**src/rtl/ethernet_header_pkg.sv**
```systemverilog
// ethernet_header_pkg: shared constants and FSM state type for the Ethernet header streamer.
// Optional feature macro: ETH_HDR_VLAN_EN (adds a 4-byte 802.1Q tag to the header).
package ethernet_header_pkg;
    localparam int          ETH_MAC_BYTES  = 6;
    localparam int          ETH_HDR_BYTES  = 14;
    localparam logic [15:0] ETH_VLAN_TPID  = 16'h8100;
    localparam int          ETH_VLAN_BYTES = 4;
`ifdef ETH_HDR_VLAN_EN
    localparam int          HDR_TOTAL      = ETH_HDR_BYTES + ETH_VLAN_BYTES;
`else
    localparam int          HDR_TOTAL      = ETH_HDR_BYTES;
`endif
    typedef enum logic [1:0] {IDLE, HEADER, PAYLOAD, PAD} eth_state_t;
endpackage

```
**src/rtl/eth_hdr_byte_mux.sv**
```systemverilog
// eth_hdr_byte_mux: combinational selection of one header byte (network order) by index.
// Ports: dest_mac/src_mac/len (and vlan_tci with ETH_HDR_VLAN_EN) latched fields in,
//        idx byte index in, data selected header byte out.
module eth_hdr_byte_mux
    import ethernet_header_pkg::*;
(
    input  logic [8*ETH_MAC_BYTES-1:0] dest_mac,
    input  logic [8*ETH_MAC_BYTES-1:0] src_mac,
`ifdef ETH_HDR_VLAN_EN
    input  logic [15:0]                vlan_tci,
`endif
    input  logic [15:0]                len,
    input  logic [4:0]                 idx,
    output logic [7:0]                 data
);
    localparam int W = 8 * HDR_TOTAL;
    logic [W-1:0] hdr;
    logic [W-1:0] shifted;
`ifdef ETH_HDR_VLAN_EN
    assign hdr = {dest_mac, src_mac, ETH_VLAN_TPID, vlan_tci, len};
`else
    assign hdr = {dest_mac, src_mac, len};
`endif
    // Shifting left keeps the selected byte at the top, so no out-of-range part-select exists.
    assign shifted = hdr << {idx, 3'b000};
    assign data    = shifted[W-1 -: 8];
endmodule

```
**src/rtl/eth_header_streamer.sv**
```systemverilog
// eth_header_streamer: emits an Ethernet header, streams the payload through, then zero-pads
// short frames up to MIN_PAYLOAD_BYTES.
// Ports: clk, rst_n (async active-low); start/cfg_len/cfg_dest_mac/cfg_src_mac frame request;
//        s_data/s_valid/s_ready payload in; m_data/m_valid/m_ready/m_last frame out;
//        busy frame in progress; err_len one-cycle pulse on an oversize request.
// Optional macro ETH_HDR_VLAN_EN adds port vlan_tci and an 802.1Q tag in the header.
module eth_header_streamer
    import ethernet_header_pkg::*;
#(
    parameter logic [47:0] SOURCE_MAC        = 48'he86a64e7e830,
    parameter logic [47:0] DEST_MAC          = 48'he86a64e7e829,
    parameter int          MAX_PAYLOAD_BYTES = 1500,
    parameter int          MIN_PAYLOAD_BYTES = 46
) (
    input  logic        clk,
    input  logic        rst_n,
    input  logic        start,
    input  logic [15:0] cfg_len,
`ifdef ETH_HDR_VLAN_EN
    input  logic [15:0] vlan_tci,
`endif
    input  logic [47:0] cfg_dest_mac,
    input  logic [47:0] cfg_src_mac,
    input  logic [7:0]  s_data,
    input  logic        s_valid,
    output logic        s_ready,
    output logic [7:0]  m_data,
    output logic        m_valid,
    input  logic        m_ready,
    output logic        m_last,
    output logic        busy,
    output logic        err_len
);
    localparam logic [15:0] MAX_LEN  = 16'(MAX_PAYLOAD_BYTES);
    localparam logic [15:0] MIN_LEN  = 16'(MIN_PAYLOAD_BYTES);
    localparam logic [15:0] HDR_LAST = 16'(HDR_TOTAL - 1);

    eth_state_t  state, state_nx;
    logic [15:0] cnt, cnt_nx, len_q;
    logic [47:0] dst_q, src_q;
    logic [7:0]  hdr_byte;
    logic        accept;
`ifdef ETH_HDR_VLAN_EN
    logic [15:0] vlan_q;
`endif

    eth_hdr_byte_mux u_mux (
        .dest_mac (dst_q),
        .src_mac  (src_q),
`ifdef ETH_HDR_VLAN_EN
        .vlan_tci (vlan_q),
`endif
        .len      (len_q),
        .idx      (cnt[4:0]),
        .data     (hdr_byte)
    );

    assign busy = state != IDLE;

    // cnt indexes header bytes in HEADER, then counts payload+pad bytes from zero.
    always_comb begin
        state_nx = state;
        cnt_nx   = cnt;
        accept   = 1'b0;
        s_ready  = 1'b0;
        m_valid  = 1'b0;
        m_data   = 8'h00;
        m_last   = 1'b0;
        case (state)
            IDLE: begin
                if (start && cfg_len <= MAX_LEN) begin
                    accept   = 1'b1;
                    cnt_nx   = 16'd0;
                    state_nx = HEADER;
                end
            end
            HEADER: begin
                m_valid = 1'b1;
                m_data  = hdr_byte;
                if (m_ready) begin
                    cnt_nx = cnt + 16'd1;
                    if (cnt == HDR_LAST) begin
                        cnt_nx   = 16'd0;
                        state_nx = len_q != 16'd0 ? PAYLOAD : PAD;
                    end
                end
            end
            PAYLOAD: begin
                s_ready = m_ready;
                m_valid = s_valid;
                m_data  = s_data;
                m_last  = cnt == len_q - 16'd1 && len_q >= MIN_LEN;
                if (s_valid && m_ready) begin
                    cnt_nx = cnt + 16'd1;
                    if (cnt == len_q - 16'd1) state_nx = len_q < MIN_LEN ? PAD : IDLE;
                end
            end
            PAD: begin
                m_valid = 1'b1;
                m_last  = cnt == MIN_LEN - 16'd1;
                if (m_ready) begin
                    cnt_nx = cnt + 16'd1;
                    if (cnt == MIN_LEN - 16'd1) state_nx = IDLE;
                end
            end
            default: state_nx = IDLE;
        endcase
    end

    always_ff @(posedge clk or negedge rst_n) begin
        if (!rst_n) begin
            state   <= IDLE;
            cnt     <= 16'd0;
            len_q   <= 16'd0;
            dst_q   <= DEST_MAC;
            src_q   <= SOURCE_MAC;
            err_len <= 1'b0;
`ifdef ETH_HDR_VLAN_EN
            vlan_q  <= 16'd0;
`endif
        end else begin
            state   <= state_nx;
            cnt     <= cnt_nx;
            err_len <= state == IDLE && start && cfg_len > MAX_LEN;
            if (accept) begin
                len_q <= cfg_len;
                dst_q <= cfg_dest_mac;
                src_q <= cfg_src_mac;
`ifdef ETH_HDR_VLAN_EN
                vlan_q <= vlan_tci;
`endif
            end
        end
    end
endmodule

```
**config.mk**
```make
export PLATFORM = sky130hd
export DESIGN_NAME = eth_header_streamer
export DESIGN_NICKNAME = d
export VERILOG_FILES = /design/src/rtl/ethernet_header_pkg.sv /design/src/rtl/eth_hdr_byte_mux.sv /design/src/rtl/eth_header_streamer.sv
export SDC_FILE = /design/constraint.sdc
export NUM_CORES = 1
export LEC_CHECK = 0
export ABC_AREA = 0
export CORE_UTILIZATION = 53
export DETAILED_ROUTE_END_ITERATION = 8
export HOLD_SLACK_MARGIN = 0.08
export PLACE_DENSITY = 0.84
export SETUP_SLACK_MARGIN = 0.2
export SLEW_MARGIN = 20
export SYNTH_ARGS = -nofsm -noshare
export SYNTH_HDL_FRONTEND = slang
export SYNTH_SLANG_ARGS = --single-unit
```
**constraint.sdc**
```tcl
create_clock -name clk -period 2.7 [get_ports clk]
set_clock_uncertainty 0.05 [all_clocks]
set_input_delay 0.54 -clock clk [delete_from_list [all_inputs] [get_ports clk]]
set_output_delay 0.54 -clock clk [all_outputs]
set_load 0.05 [all_outputs]
```
==> impl_results.md <==
- Status: finished with violations
- Failing checks: negative setup slack
- Crit Path Class: register to primary output
- Synth top area cells: dfrtp_1, dfstp_2, mux2_2
- Adder-cell share of the synthesized area: 0.0141
- Max cap viols: 0
- Pin count of the biggest net entering global routing: 49
- Cells after Synth: 592
- 1st-iter DRT viols: 674
- Slew Viols, Final: 0
- Psw: 0.00337 W
- Post-synthesis sequential area ratio: 0.471
- Initial Util: 0.553
- CTS root buf: clkbuf_16
- Yosys warnings: 0
- Share of layout cells above drive strength 1: 0.479
- Simple-Gate Fraction of Synth Area: 0.108
- Logic pwr share: 0.461
- Lkg Pwr: 4.35 nW
- TritonCTS Sinks: 131
- Slowest CP cell: dfrtp_2
- DR vias/cell: 6.24
- Hold Vio Cnt, Final: 0
- Post-synth EDFFs: 0
- Num rows: 41
- Final cell count without fillers: 976
- Post-synth top flop: dfrtp_1
- CP Capture Type: primary output
- Most frequent cells in the layout: clkdlybuf4s50_1, mux2_2, dfrtp_1
- Port bufs: 137
- Maximum vdd drop: 0.000772 V
- Commonest non-fill, non-tap cell in the layout: clkdlybuf4s50_1
- Synth Register Bits: 131
- Clk slew on worst S/H paths: 0.06 ns
- Setup TNS: -5.14 ns
- Post-Route WL: 23000 um
- Final period util: 1.20
- Congestion Overflow GR: 0
- H-tree depth: 4
- XOR/XNOR share of the synthesized area: 0.0235
- Die Span X: 118 um
- Worst-path fanout max: 7
- CP top delay family: compound AO/OA/AOI/OAI gates
- CP Launch Type: register
- # setup viols final: 23
- Die height: 118 um
- Final worst slack: -0.541 ns
- Gpl congestion: 0.903
- Dpl cells: 914
- Net Sw Frac: 0.356
- Clock latency on the worst-skew pair: 0.43 ns
- Worst Hold Class: input pin to asynchronous set/reset pin
- Synth Area in Compound Gates: 0.0789
- DRT antenna net count: 0
- Area of the mapped netlist: 0.00709 sq mm
- Dpl hpwl: 14200 um
- Pwr Total: 0.00946 W
- Synth-to-Final Area Change: 46.3%
- Worst Path Buf+Inv: 2
- Clock share of power: 0.241
- Die ar.: 0.0138 sq mm
- Design area: 0.0104 sq mm
- Initial antenna violation count: 0
- Nets: 924
- Cell type with the largest total area after synthesis: dfrtp_1
- Slew headroom: 0.565
- Clock Tree Buf Depth: 2
- Post-synth top area share: 0.297
- Stages on the worst setup path: 8
- Core ar.: 0.0128 sq mm
- Syn_nets: 725
- Cell Chain, Critical Path: nor3_1 -> buf_4 -> and4_1 -> a2111oi_4 -> o32ai_4 -> nor4_4 -> a32o_2 -> buf_12
- Worst reg2reg path depth: 15
- Mux cell area share after synthesis: 0.268
- Crit path DAT: 2.65 ns
- Top-Level Pins: 138
- Fmax: 309 MHz
- Synth unique cells: 58
- Vias in the first global route: 6224
- TritonCTS clock tree: built
- Post-route DRC: 0
- Fillers: 666
- Vias: 6089
- Avg WL per Cell: 23.6 um
- Ys async rst share: 1.00
- Seq pwr share: 0.299
- Pwr dens: 912 mW/mm^2
- Syn Area/Cell: 12.0 sq um
- DP Area: 0.00912 sq mm
- First-pass GRT wire length: 33300 um
- Min Clock Period, post-route: 3.24 ns
- Gr usage total: 0.317
- Hold slack: 0.0863 ns
- Int Power: 0.00609 W
- TritonCTS buffer count: 17
- Unrepaired setup endpoints after global routing: true
- Critical Path RT: 2.11 ns
- Max stage delay on crit path: 0.46 ns
- Worst slew pin tran: 0.652 ns
- DR pass1 iterations: 6
- Largest family of logic cells by synthesized area: multiplexers
- Antenna fix cells: 0
## final timing paths
path | from | to | slack (ns)
min in group clk | src_q[8] | src_q[8] | 0.45
setup / recovery | len_q[11] | m_last | -0.54
hold reg to reg | src_q[8] | src_q[8] | 0.45
setup reg to reg | cnt[0] | cnt[6] | -0.15
hold / removal | rst_n | dst_q[36] | 0.09
max in group asynchronous | rst_n | src_q[17] | 1.77
## flip-flops by register name (all words and copies together) (netlist names)
name     cells
dst_q       48
src_q       48
cnt         16
len_q       16
state        2
err_len      1
## cell usage after synthesis (all sizes together) (2+ instances only)
cell type,count
inv,18
nor3,11
nor4b,2
and4,5
o21a,2
nor3b,3
a21oi,10
mux2,105
a211oi,2
ha,8
a31oi,5
xor2,3
mux2i,18
nor2b,8
and2,10
nand2,35
o21ai,42
dfstp,47
mux4,24
nand3,4
xnor2,16
buf,18
and3b,2
o31ai,5
nand4,5
nor4,11
a41o,2
dfrtp,84
clkbuf,23
and3,7
o22ai,8
nor2,34
## layout make-up
cell class,count,area (sq um),area share
clock inverter,13,133,0.0128
clock buffer,19,453,0.0437
timing repair buffer,221,2320,0.224
tap,172,215,0.0207
inverter,18,67.6,0.00651
multi-input combinational,402,3840,0.370
sequential,131,3350,0.323
## cells by family (layout without fill, tap and decap cells)
| kind of cell | count (synthesis) | in the layout |
|---|---|---|
| AND/OR/NAND/NOR | 142 | 142 |
| adder cells (fa/ha/maj) | 8 | 8 |
| multiplexers | 147 | 147 |
| AO/OA/AOI/OAI | 86 | 86 |
| buffers and inverters | 59 | 271 |
| XOR/XNOR | 19 | 19 |
| flip-flops | 131 | 131 |
## layer usage
layer / routed length [um] / global-route usage
met1: 8420 / 0.374
met2: 11700 / 0.531
met5: 0 / 0
met4: 1150 / 0.160
met3: 1780 / 0.0867
## worst reg2reg max path, delay by kind of cell, from the launching register on
| kind | cells | cell delay [ns] |
|---|---|---|
| AO/OA/AOI/OAI | 5 | 0.79 |
| adder cells (fa/ha/maj) | 1 | 0.13 |
| buffers and inverters | 7 | 0.92 |
| flip-flops | 1 | 0.47 |
| AND/OR/NAND/NOR | 2 | 0.35 |
## power by group through the flow
stage	Sequential, W	Combinational [W]	Clock [W]
after detailed placement	0.00279	0.00326	0
after global placement	0.00275	0.00317	0
after CTS	0.00279	0.00373	0.00228
final	0.00283	0.00436	0.00228
after global routing	0.00286	0.00455	0.00238
after floorplan	0.00267	0.00211	0
## stage by stage
stage	util	setup WS [ns]
after floorplan	-	0.0268
after global placement	0.711	-0.0496
after detailed placement	0.711	-0.155
after CTS	0.780	-0.461
after global routing	0.809	-0.644
final	0.809	-0.541
## what timing repair did
action                                  in CTS  in global routing
hold buffers                                 0                  0
buffers inserted                            11                 17
pin swaps                                   12                 18
gates cloned                                 2                  0
endpoints found under the setup margin      22                 28
gates resized for setup                     58                 56
No activity file was read; power rests on OpenSTA's default activity.
